$ cat src/rtl/conv_batch_seq.sv
`default_nettype none
// ============================================================================
// conv_batch_seq : layer sequencer (weight load, batch streaming, completion irq)
// Rev 1.0 -- optional RUN-cycle counter enabled by CONV_SEQ_PERF_EN
// ============================================================================
module conv_batch_seq #(
   parameter int BW = 16,
   parameter int PW = 10
) (
   input  logic          clk,
   input  logic          reset,
   input  logic          cfg_valid,
   output logic          cfg_ready,
   input  logic [4:0]    cfg_out_ch,
   input  logic [8:0]    cfg_src_a_max,
   input  logic [8:0]    cfg_dst_a_max,
   input  logic [PW-1:0] cfg_prm_words,
   input  logic [BW-1:0] cfg_batches,
   input  logic          abort,
   output logic [4:0]    out_ch,
   output logic [8:0]    src_a_max,
   output logic [8:0]    dst_a_max,
   output logic          matw,
   output logic          run,
   output logic          last,
   input  logic          src_valid,
   input  logic          src_ready,
   input  logic          dst_valid,
   input  logic          dst_ready,
   output logic          busy,
   output logic          done,
   output logic          irq,
   input  logic          irq_clr,
   output logic [31:0]   perf_cycles
);

   typedef enum logic [2:0] {
      S_IDLE  = 3'd0,
      S_WLOAD = 3'd1,
      S_GAP   = 3'd2,
      S_RUN   = 3'd3,
      S_DONE  = 3'd4
   } state_t;

   state_t        state_q, state_d;
   logic [4:0]    out_ch_q, out_ch_d;
   logic [8:0]    src_a_max_q, src_a_max_d;
   logic [8:0]    dst_a_max_q, dst_a_max_d;
   logic [PW-1:0] prm_words_q, prm_words_d;
   logic [BW-1:0] batches_q, batches_d;
   logic [PW-1:0] wcnt_q, wcnt_d;
   logic [8:0]    sbeat_q, sbeat_d;
   logic [BW-1:0] sbatch_q, sbatch_d;
   logic [8:0]    dbeat_q, dbeat_d;
   logic [BW-1:0] dbatch_q, dbatch_d;
   logic          last_q, last_d;
   logic          irq_q, irq_d;

   logic          w_accept;
   logic          w_src_beat;
   logic          w_dst_beat;

   assign w_accept   = cfg_valid && (state_q == S_IDLE);
   assign w_src_beat = src_valid && src_ready;
   assign w_dst_beat = dst_valid && dst_ready;

   always_comb begin
      state_d     = state_q;
      out_ch_d    = out_ch_q;
      src_a_max_d = src_a_max_q;
      dst_a_max_d = dst_a_max_q;
      prm_words_d = prm_words_q;
      batches_d   = batches_q;
      wcnt_d      = wcnt_q;
      sbeat_d     = sbeat_q;
      sbatch_d    = sbatch_q;
      dbeat_d     = dbeat_q;
      dbatch_d    = dbatch_q;
      last_d      = last_q;
      irq_d       = irq_q && !irq_clr;

      cfg_ready = (state_q == S_IDLE);
      matw      = (state_q == S_WLOAD);
      run       = (state_q == S_RUN);
      done      = (state_q == S_DONE);
      busy      = (state_q != S_IDLE);

      case (state_q)
         S_IDLE: begin
            if (w_accept) begin
               out_ch_d    = cfg_out_ch;
               src_a_max_d = cfg_src_a_max;
               dst_a_max_d = cfg_dst_a_max;
               prm_words_d = cfg_prm_words;
               batches_d   = cfg_batches;
               state_d     = (cfg_prm_words != '0) ? S_WLOAD : S_GAP;
            end
         end
         S_WLOAD: begin
            if (w_src_beat) begin
               if (wcnt_q == prm_words_q - PW'(1)) state_d = S_GAP;
               else                                wcnt_d  = wcnt_q + PW'(1);
            end
         end
         S_GAP: state_d = S_RUN;
         S_RUN: begin
            // once last is set, further source beats are a protocol error
            if (w_src_beat && !last_q) begin
               if (sbeat_q == src_a_max_q) begin
                  sbeat_d = '0;
                  if (sbatch_q == batches_q) last_d   = 1'b1;
                  else                       sbatch_d = sbatch_q + BW'(1);
               end else begin
                  sbeat_d = sbeat_q + 9'd1;
               end
            end
            if (w_dst_beat) begin
               if (dbeat_q == dst_a_max_q) begin
                  dbeat_d = '0;
                  if (dbatch_q == batches_q) state_d  = S_DONE;
                  else                       dbatch_d = dbatch_q + BW'(1);
               end else begin
                  dbeat_d = dbeat_q + 9'd1;
               end
            end
         end
         S_DONE: begin
            state_d = S_IDLE;
            if (!abort) irq_d = 1'b1;
         end
         default: state_d = S_IDLE;
      endcase

      if (abort && (state_q != S_IDLE)) state_d = S_IDLE;

      // counters live only inside their own state; leaving it clears them
      if (state_d != S_RUN) begin
         sbeat_d  = '0;
         sbatch_d = '0;
         dbeat_d  = '0;
         dbatch_d = '0;
         last_d   = 1'b0;
      end
      if (state_d != S_WLOAD) wcnt_d = '0;
   end

   always_ff @(posedge clk) begin
      if (reset) begin
         state_q     <= S_IDLE;
         out_ch_q    <= '0;
         src_a_max_q <= '0;
         dst_a_max_q <= '0;
         prm_words_q <= '0;
         batches_q   <= '0;
         wcnt_q      <= '0;
         sbeat_q     <= '0;
         sbatch_q    <= '0;
         dbeat_q     <= '0;
         dbatch_q    <= '0;
         last_q      <= 1'b0;
         irq_q       <= 1'b0;
      end else begin
         state_q     <= state_d;
         out_ch_q    <= out_ch_d;
         src_a_max_q <= src_a_max_d;
         dst_a_max_q <= dst_a_max_d;
         prm_words_q <= prm_words_d;
         batches_q   <= batches_d;
         wcnt_q      <= wcnt_d;
         sbeat_q     <= sbeat_d;
         sbatch_q    <= sbatch_d;
         dbeat_q     <= dbeat_d;
         dbatch_q    <= dbatch_d;
         last_q      <= last_d;
         irq_q       <= irq_d;
      end
   end

   assign out_ch    = out_ch_q;
   assign src_a_max = src_a_max_q;
   assign dst_a_max = dst_a_max_q;
   assign last      = last_q;
   assign irq       = irq_q;

`ifdef CONV_SEQ_PERF_EN
   logic [31:0] perf_q, perf_d;

   always_comb begin
      perf_d = perf_q;
      if (w_accept)                                  perf_d = '0;
      else if ((state_q == S_RUN) && (perf_q != '1)) perf_d = perf_q + 32'd1;
   end

   always_ff @(posedge clk) begin
      if (reset) perf_q <= '0;
      else       perf_q <= perf_d;
   end

   assign perf_cycles = perf_q;
`else
   assign perf_cycles = '0;
`endif

endmodule
`default_nettype wire

$ cat config.mk
export PLATFORM = sky130hd
export DESIGN_NAME = conv_batch_seq
export DESIGN_NICKNAME = d
export VERILOG_FILES = /design/src/rtl/conv_batch_seq.sv
export SDC_FILE = /design/constraint.sdc
export NUM_CORES = 1
export LEC_CHECK = 0
export BUFFER_PORTS_ARGS = -buffer_cell sky130_fd_sc_hd__buf_2
export CAP_MARGIN = 0
export CELL_PAD_IN_SITES_DETAIL_PLACEMENT = 1
export CELL_PAD_IN_SITES_GLOBAL_PLACEMENT = 1
export CORE_MARGIN = 2
export CORE_UTILIZATION = 44
export DETAILED_ROUTE_END_ITERATION = 10
export HOLD_SLACK_MARGIN = 0.06
export PLACE_DENSITY_LB_ADDON = 0.1
export SLEW_MARGIN = 20
export SYNTH_ARGS = -nofsm -noshare
export SYNTH_HDL_FRONTEND = slang
export SYNTH_SLANG_ARGS = --single-unit
$ cat constraint.sdc
create_clock -name clk -period 5.99 [get_ports clk]
set_clock_uncertainty 0.05 [all_clocks]
set_input_delay 0.2995 -clock clk [delete_from_list [all_inputs] [get_ports clk]]
set_output_delay 0.2995 -clock clk [all_outputs]
set_load 0.01 [all_outputs]
=== Word-level counts from Yosys, hierarchy flattened ===
Cells that the tools add are included.

* Reductions and logical operators: 20
* Multiplexer cells: 13
* Bitwise logic cells: 3
* Eq/ne operators: 11
* $add $sub $neg: 6

{| class="wikitable"
|+ Operators with widths
! operator !! number
|-
| 16-bit by 1-bit adder with 16-bit output (second input constant) || 2
|-
| 16-bit == test || 2
|-
| 3-bit two-way mux || 7
|-
| 9-bit by 1-bit adder with 9-bit output (second input constant) || 2
|-
| 9-bit == test || 2
|-
| 9-bit two-way mux || 2
|-
| 3-bit one-hot mux with 4 select lines || 1
|-
| 4-bit AND reduction || 3
|-
| 10-bit by 1-bit adder with 10-bit output (second input constant) || 1
|-
| 10-bit == test || 1
|-
| 10-bit nonzero test || 1
|-
| 10-bit by 1-bit subtractor with 10-bit output (second input constant) || 1
|-
| 3-bit by 2-bit == test with 1-bit output (second input constant) || 2
|-
| 1-bit logical AND || 6
|-
| 2-bit AND reduction || 3
|-
| 2-bit OR reduction || 2
|-
| 3-bit by 1-bit == test with 1-bit output (second input constant) || 1
|-
| 3-bit == test (second input constant) || 1
|-
| 3-bit logical NOT || 1
|-
| 3-bit by 1-bit != test with 1-bit output (second input constant) || 1
|-
| 3-bit by 2-bit != test with 1-bit output (second input constant) || 1
|-
| 1-bit NOT || 3
|-
| 3-bit AND reduction || 1
|-
| 3-bit nonzero test || 1
|-
| other kinds (3) || 5
|}

* Input bits: 58
* Word-level logic and storage cells: 66
* Output and inout port bits: 62
* Register bits after elaboration: 114

=== Longest topological paths before layout ===
* Depth in word-level cells: 8
* Gate-level depth with buffers: 10
* Mapped depth without buffers: 9

=== Worst setup path after synthesis ===
Ideal clock, no wire load.

* Kind: reg-to-reg
* Start point: register prm_words_q[0]
* End point: register wcnt_q[6]
* Clock period less this slack: 2.301 ns
* Arrival time: 2.181 ns
* Setup slack: 3.689 ns
* Data required time: 5.870 ns
* Stages on the path, launching flop included: 10
* Library setup time: 0.070 ns
* Path buffers: 0
* Cell sequence: dfxtp_1 inv_1 ha_1 nand2b_1 and3b_1 o31ai_1 and4bb_4 and2_4 or4_1 a21oi_1

* Word-level cells in the longest chain between the ends: 8
* Elaborated cells between the ends (all ways): 10
* Those cells by class: 1 x add/sub; 2 x eq/ne; 4 x mux; 1 x bitwise; 2 x reduce/logical

{| class="wikitable"
|+ Ends and longest elaborated chain
! what !! RTL line !! RTL
|-
| start: declaration || 49 || <nowiki>logic [PW-1:0] prm_words_q, prm_words_d;</nowiki>
|-
| start signal: assignment || 167 || <nowiki>prm_words_q <= prm_words_d;</nowiki>
|-
| 10-bit by 1-bit subtractor with 10-bit output * || 101 || <nowiki>if (wcnt_q == prm_words_q - PW'(1)) state_d = S_GAP;</nowiki>
|-
| 10-bit == test * || 101 ||
|-
| 3-bit two-way mux || 101 ||
|-
| 3-bit two-way mux || 100 || <nowiki>if (w_src_beat) begin</nowiki>
|-
| 3-bit one-hot mux with 4 select lines || 88 || <nowiki>case (state_q)</nowiki>
|-
| 3-bit two-way mux || 134 || <nowiki>if (abort && (state_q != S_IDLE)) state_d = S_IDLE;</nowiki>
|-
| 3-bit by 1-bit != test with 1-bit output || 144 || <nowiki>if (state_d != S_WLOAD) wcnt_d = '0;</nowiki>
|-
| 2-bit OR reduction (no source line) || n/a ||
|-
| end signal: assignment || 169 || <nowiki>wcnt_q <= wcnt_d;</nowiki>
|-
| end: declaration || 51 || <nowiki>logic [PW-1:0] wcnt_q, wcnt_d;</nowiki>
|}

Every way passes the cells marked *; elsewhere a longest branch is shown, timed or not.
A chain may end at the register's enable or synchronous reset.

=== Worst setup path after layout ===
* Start point: register dbatch_q[4]
* End point: register sbeat_q[7]

* Word-level cells in the longest chain between the ends: 8

{| class="wikitable"
|+ Ends and longest elaborated chain
! what !! RTL line !! RTL
|-
| start: declaration || 55 || <nowiki>logic [BW-1:0] dbatch_q, dbatch_d;</nowiki>
|-
| start signal: assignment || 173 || <nowiki>dbatch_q <= dbatch_d;</nowiki>
|-
| 16-bit == test || 120 || <nowiki>if (dbatch_q == batches_q) state_d = S_DONE;</nowiki>
|-
| 3-bit two-way mux || 120 ||
|-
| 3-bit two-way mux || 118 || <nowiki>if (dbeat_q == dst_a_max_q) begin</nowiki>
|-
| 3-bit two-way mux || 117 || <nowiki>if (w_dst_beat) begin</nowiki>
|-
| 3-bit one-hot mux with 4 select lines || 88 ||
|-
| 3-bit two-way mux || 134 ||
|-
| 3-bit by 2-bit != test with 1-bit output || 137 || <nowiki>if (state_d != S_RUN) begin</nowiki>
|-
| 2-bit OR reduction (no source line) || n/a ||
|-
| end signal: assignment || 170 || <nowiki>sbeat_q <= sbeat_d;</nowiki>
|-
| end: declaration || 52 || <nowiki>logic [8:0] sbeat_q, sbeat_d;</nowiki>
|}

Every way passes these cells.

==> out/summary.log <==
INFO  place          place_worst_setup_slack=3.04ns
INFO  synth          synth_edf_count=0
INFO  timing         max_slew_margin=28.8%
INFO  clock_network  cts_tree=done
INFO  final_layout   layout.core_utilization=53.4%
INFO  hold_path      min_path_cells=3
INFO  drt            routed-via-count=5366
INFO  clock_network  cts_root_buffer=sky130_fd_sc_hd__clkbuf_16
INFO  hold_path      worst_hold_path_type=input pin to register
INFO  synth          ys_flop_type=sky130_fd_sc_hd__dfxtp_1
INFO  power_and_ir_drop proportion_of_power_drawn_by_combinational_gates=10.4%
INFO  setup_path     path_class=register to register
INFO  final_layout   final_nets=877
INFO  clock_network  numCtsBuffers=17
INFO  floorplanning  initial_core_utilization=44.9%
INFO  setup_path     worstReg2RegStart=dbatch_q[4]
INFO  final_layout   final_common_cell=sky130_fd_sc_hd__nand2_1
INFO  timing         rsz0062_at_grt=false
INFO  floorplanning  area_of_the_die=14400squm
INFO  timing         worst-slew-pin-transition=1.07ns
INFO  final_layout   syn2layout_area_growth=18.8%
INFO  power_and_ir_drop power.share.sequential=37.1%
INFO  floorplanning  top_level_pins=120
INFO  clock_network  cts_post_setup_buffers_inserted=0
INFO  timing         hold_viol=0
INFO  power_and_ir_drop power_leakage=2.67nW
INFO  clock_network  cts_resized=0
INFO  setup_path     setup.worst_path.end_class=register
INFO  timing         finalWorstPathRequiredPeriod=3.03ns
INFO  global_routing track_usage=24.5%
INFO  setup_path     worst-endpoint-arrival=3.29ns
INFO  setup_path     critical_path.cell_chain=xnor2_1 -> nand4_1 -> nor4_1 -> a31oi_1 -> nand2_1 -> buf_4 -> or2_2 -> nor2_1
INFO  clock_network  max-clock-path-buffers=2
INFO  setup_path     worst-path-max-fanout=42
INFO  hold_path      hold-path-endpoint=batches_q[6]
INFO  final_layout   multiInputGateArea=3320squm
INFO  synth          synth.yosys.warnings=0
INFO  job            maxCapViolCount=0
INFO  synth          synth-seq-area-share=38.5%
INFO  setup_path     critPathSlowestCell=sky130_fd_sc_hd__nor4_1
INFO  setup_path     critical_path.max_stage_delay=0.69ns
INFO  final_layout   most-common-layout-cells=sky130_fd_sc_hd__nand2_1, sky130_fd_sc_hd__dfxtp_1, sky130_fd_sc_hd__buf_2, sky130_fd_sc_hd__a21oi_1, sky130_fd_sc_hd__xnor2_1
INFO  global_routing grt_pass1_vias=5564
INFO  global_routing grt_pass1_wl=28100microns
INFO  power_and_ir_drop vdd.ir_drop.worst=187uV
INFO  drt            routed_via_density=5.36
INFO  synth          netlist_area=5930squm
INFO  global_routing grt_antenna_before_repair=0
INFO  place          numPortBuffers=87
INFO  final_layout   antenna_cells=0
INFO  drt            drt_drc_violations_left=0
INFO  power_and_ir_drop power_switching=0.000530W
INFO  setup_path     critPathLaunchType=register
INFO  power_and_ir_drop power.share.clock=52.5%
INFO  floorplanning  placementRows=42
INFO  synth          synth_cells=738
INFO  final_layout   finish.cell_count_without_fillers=1002
INFO  setup_path     critical_path_buf_inv_count=1
INFO  synth          synth_seq_cells=114
INFO  drt            wirelength=16900microns
INFO  global_routing grt_start_max_net_pins=54
INFO  clock_network  clock_tree.htree_level_count=4
INFO  timing         max_frequency=330MHz
INFO  drt            ant_nets=0
INFO  final_layout   final.fill_count=1628
INFO  synth          postSynth.asyncResetShare=0%
INFO  power_and_ir_drop intPower=0.00166W
INFO  place          dpl.hpwl=11800microns
INFO  clock_network  number_of_hold_buffers_added_after_cts=3
INFO  clock_network  cts.sinks=114
INFO  clock_network  cts.clk_slew.worst_paths=0.06ns
INFO  setup_path     reg2regPathDepth=8
INFO  floorplanning  core_region_area=13200squm
INFO  timing         worst_slack=2.96ns
INFO  drt            dr.pass1.iters=4
INFO  setup_path     path_depth=8
INFO  global_routing global_route.overflow_total=0
INFO  power_and_ir_drop power-per-cell-area=311nW/um^2
INFO  floorplanning  floorplan.die.width=120microns
INFO  run_status     result_of_the_run=completed
INFO  drt            wl_per_cell=16.9microns
INFO  timing         setup_viol=0
INFO  timing         fin_crit_sh=50.6%
INFO  final_layout   layout-drive-gt1-share=16.3%
INFO  setup_path     reg2reg_slack=2.96ns
INFO  place          rd_place_congestion=0.807
INFO  place          placed_cells=967
INFO  setup_path     cp_data_required_time=6.24ns
INFO  floorplanning  floorplan.die.height=120microns
INFO  final_layout   design_area=7040squm
INFO  place          placed_area=6340squm
INFO  clock_network  insertion_delay=0.42ns
INFO  final_layout   area.sequential=2280squm
INFO  drt            detailedRoute.firstIterationViolations=242
INFO  timing         maxSlewViolCount=0
INFO  synth          post_synth.cell_area_avg=8.03squm
INFO  setup_path     crit-reg2reg-capture=sbeat_q[7]
INFO  power_and_ir_drop power_switching_share=24.2%
INFO  setup_path     crit_family=simple AND/OR/NAND/NOR gates
INFO  synth          synthDistinctLibCells=57
INFO  timing         final.setup.tns=0ns
INFO  hold_path      hold_start=cfg_batches[6]
worst reg2reg max path, stage by stage, from the launching register on:
cell and delay, ns:
sky130_fd_sc_hd__dfxtp_1 0.53, sky130_fd_sc_hd__xnor2_1 0.20, sky130_fd_sc_hd__nand4_1 0.15, sky130_fd_sc_hd__nor4_1 0.69, sky130_fd_sc_hd__a31oi_1 0.36, sky130_fd_sc_hd__nand2_1 0.15
sky130_fd_sc_hd__buf_4 0.42, sky130_fd_sc_hd__or2_2 0.29, sky130_fd_sc_hd__nor2_1 0.07
area by class of cell:
class | instances | area share, %
clock inverters | 14 | 3.34
flip-flops and latches | 114 | 32.4
repair buffers | 93 | 6.93
clock buffers | 18 | 6.24
inverters | 15 | 0.800
well taps | 176 | 3.13
multi-input cells | 572 | 47.2
state kept, by name (all words and copies together), names as in the netlist:
name / flops
dst_a_max: 9
last: 1
dbeat_q: 9
sbatch_q: 16
dbatch_q: 16
irq: 1
out_ch: 5
state_q: 3
batches_q: 16
sbeat_q: 9
prm_words_q: 10
wcnt_q: 10
src_a_max: 9
power by group through the flow:
stage | combinational (W) | sequential, W | clock, W
5_1_grt | 0.000256 | 0.000817 | 0.00120
3_5_place_dp | 0.000225 | 0.000830 | 0
6_report | 0.000229 | 0.000813 | 0.00115
2_1_floorplan | 0.000164 | 0.000826 | 0
3_3_place_gp | 0.000217 | 0.000828 | 0
4_1_cts | 0.000230 | 0.000814 | 0.00117
cell usage after synthesis (all sizes together) (6+ instances only):
cell	instances	area, sq um
a21oi	77	385
nor2	53	199
or4	8	63.8
inv	15	56.3
ha	6	75.1
nand2b	6	37.5
nand4	26	163
xnor2	64	561
nand2	125	469
buf	39	282
clkbuf	29	109
dfxtp	114	2280
or3	17	111
o21ai	20	104
nand3	26	130
and3	15	93.8
nor4	6	52.6
xor2	29	254
nor3	8	45.0
per-layer routing:
layer / wire [microns] / up-vias / GRT usage (%) / part of all wire (%)
met3: 550 / 18 / 4.94 / 3.2
met2: 8480 / 103 / 42.5 / 50
met5: 0 / - / 0 / 0
li1: - / 2605 / - / -
met1: 7670 / 2640 / 30.5 / 45
met4: 241 / 0 / 7.57 / 1.4
worst max path at each step:
stage	end	slack [ns]	startpoint
5_1_grt	sbeat_q[7]	2.72	dbatch_q[5]
4_1_cts	sbeat_q[7]	2.99	dbatch_q[4]
6_report	sbeat_q[7]	2.96	dbatch_q[4]
3_3_place_gp	dbatch_q[13]	2.93	dbeat_q[0]
2_1_floorplan	wcnt_q[6]	3.69	prm_words_q[0]
3_5_place_dp	sbeat_q[7]	3.04	dbatch_q[4]
logic make-up after synthesis:
group,count (synthesis),share of synthesized area [%]
AOI/OAI and AO/OA,124,11.9
xor gates and xnor gates,94,14.1
adders and majority gates,6,1.27
buffers and inverters,83,7.54
DFF,114,38.5
muxes,2,0.338
other,1,0.0633
and+or+nand+nor,314,26.3
stage by stage:
stage               hold slack [ns]  total power [W]
finish                       0.0720          0.00219
global placement              0.390          0.00104
global route                 0.0681          0.00228
CTS                          0.0610          0.00221
floorplan                     0.363         0.000989
detailed placement            0.395          0.00105
No activity file was read; power rests on OpenSTA's default activity.
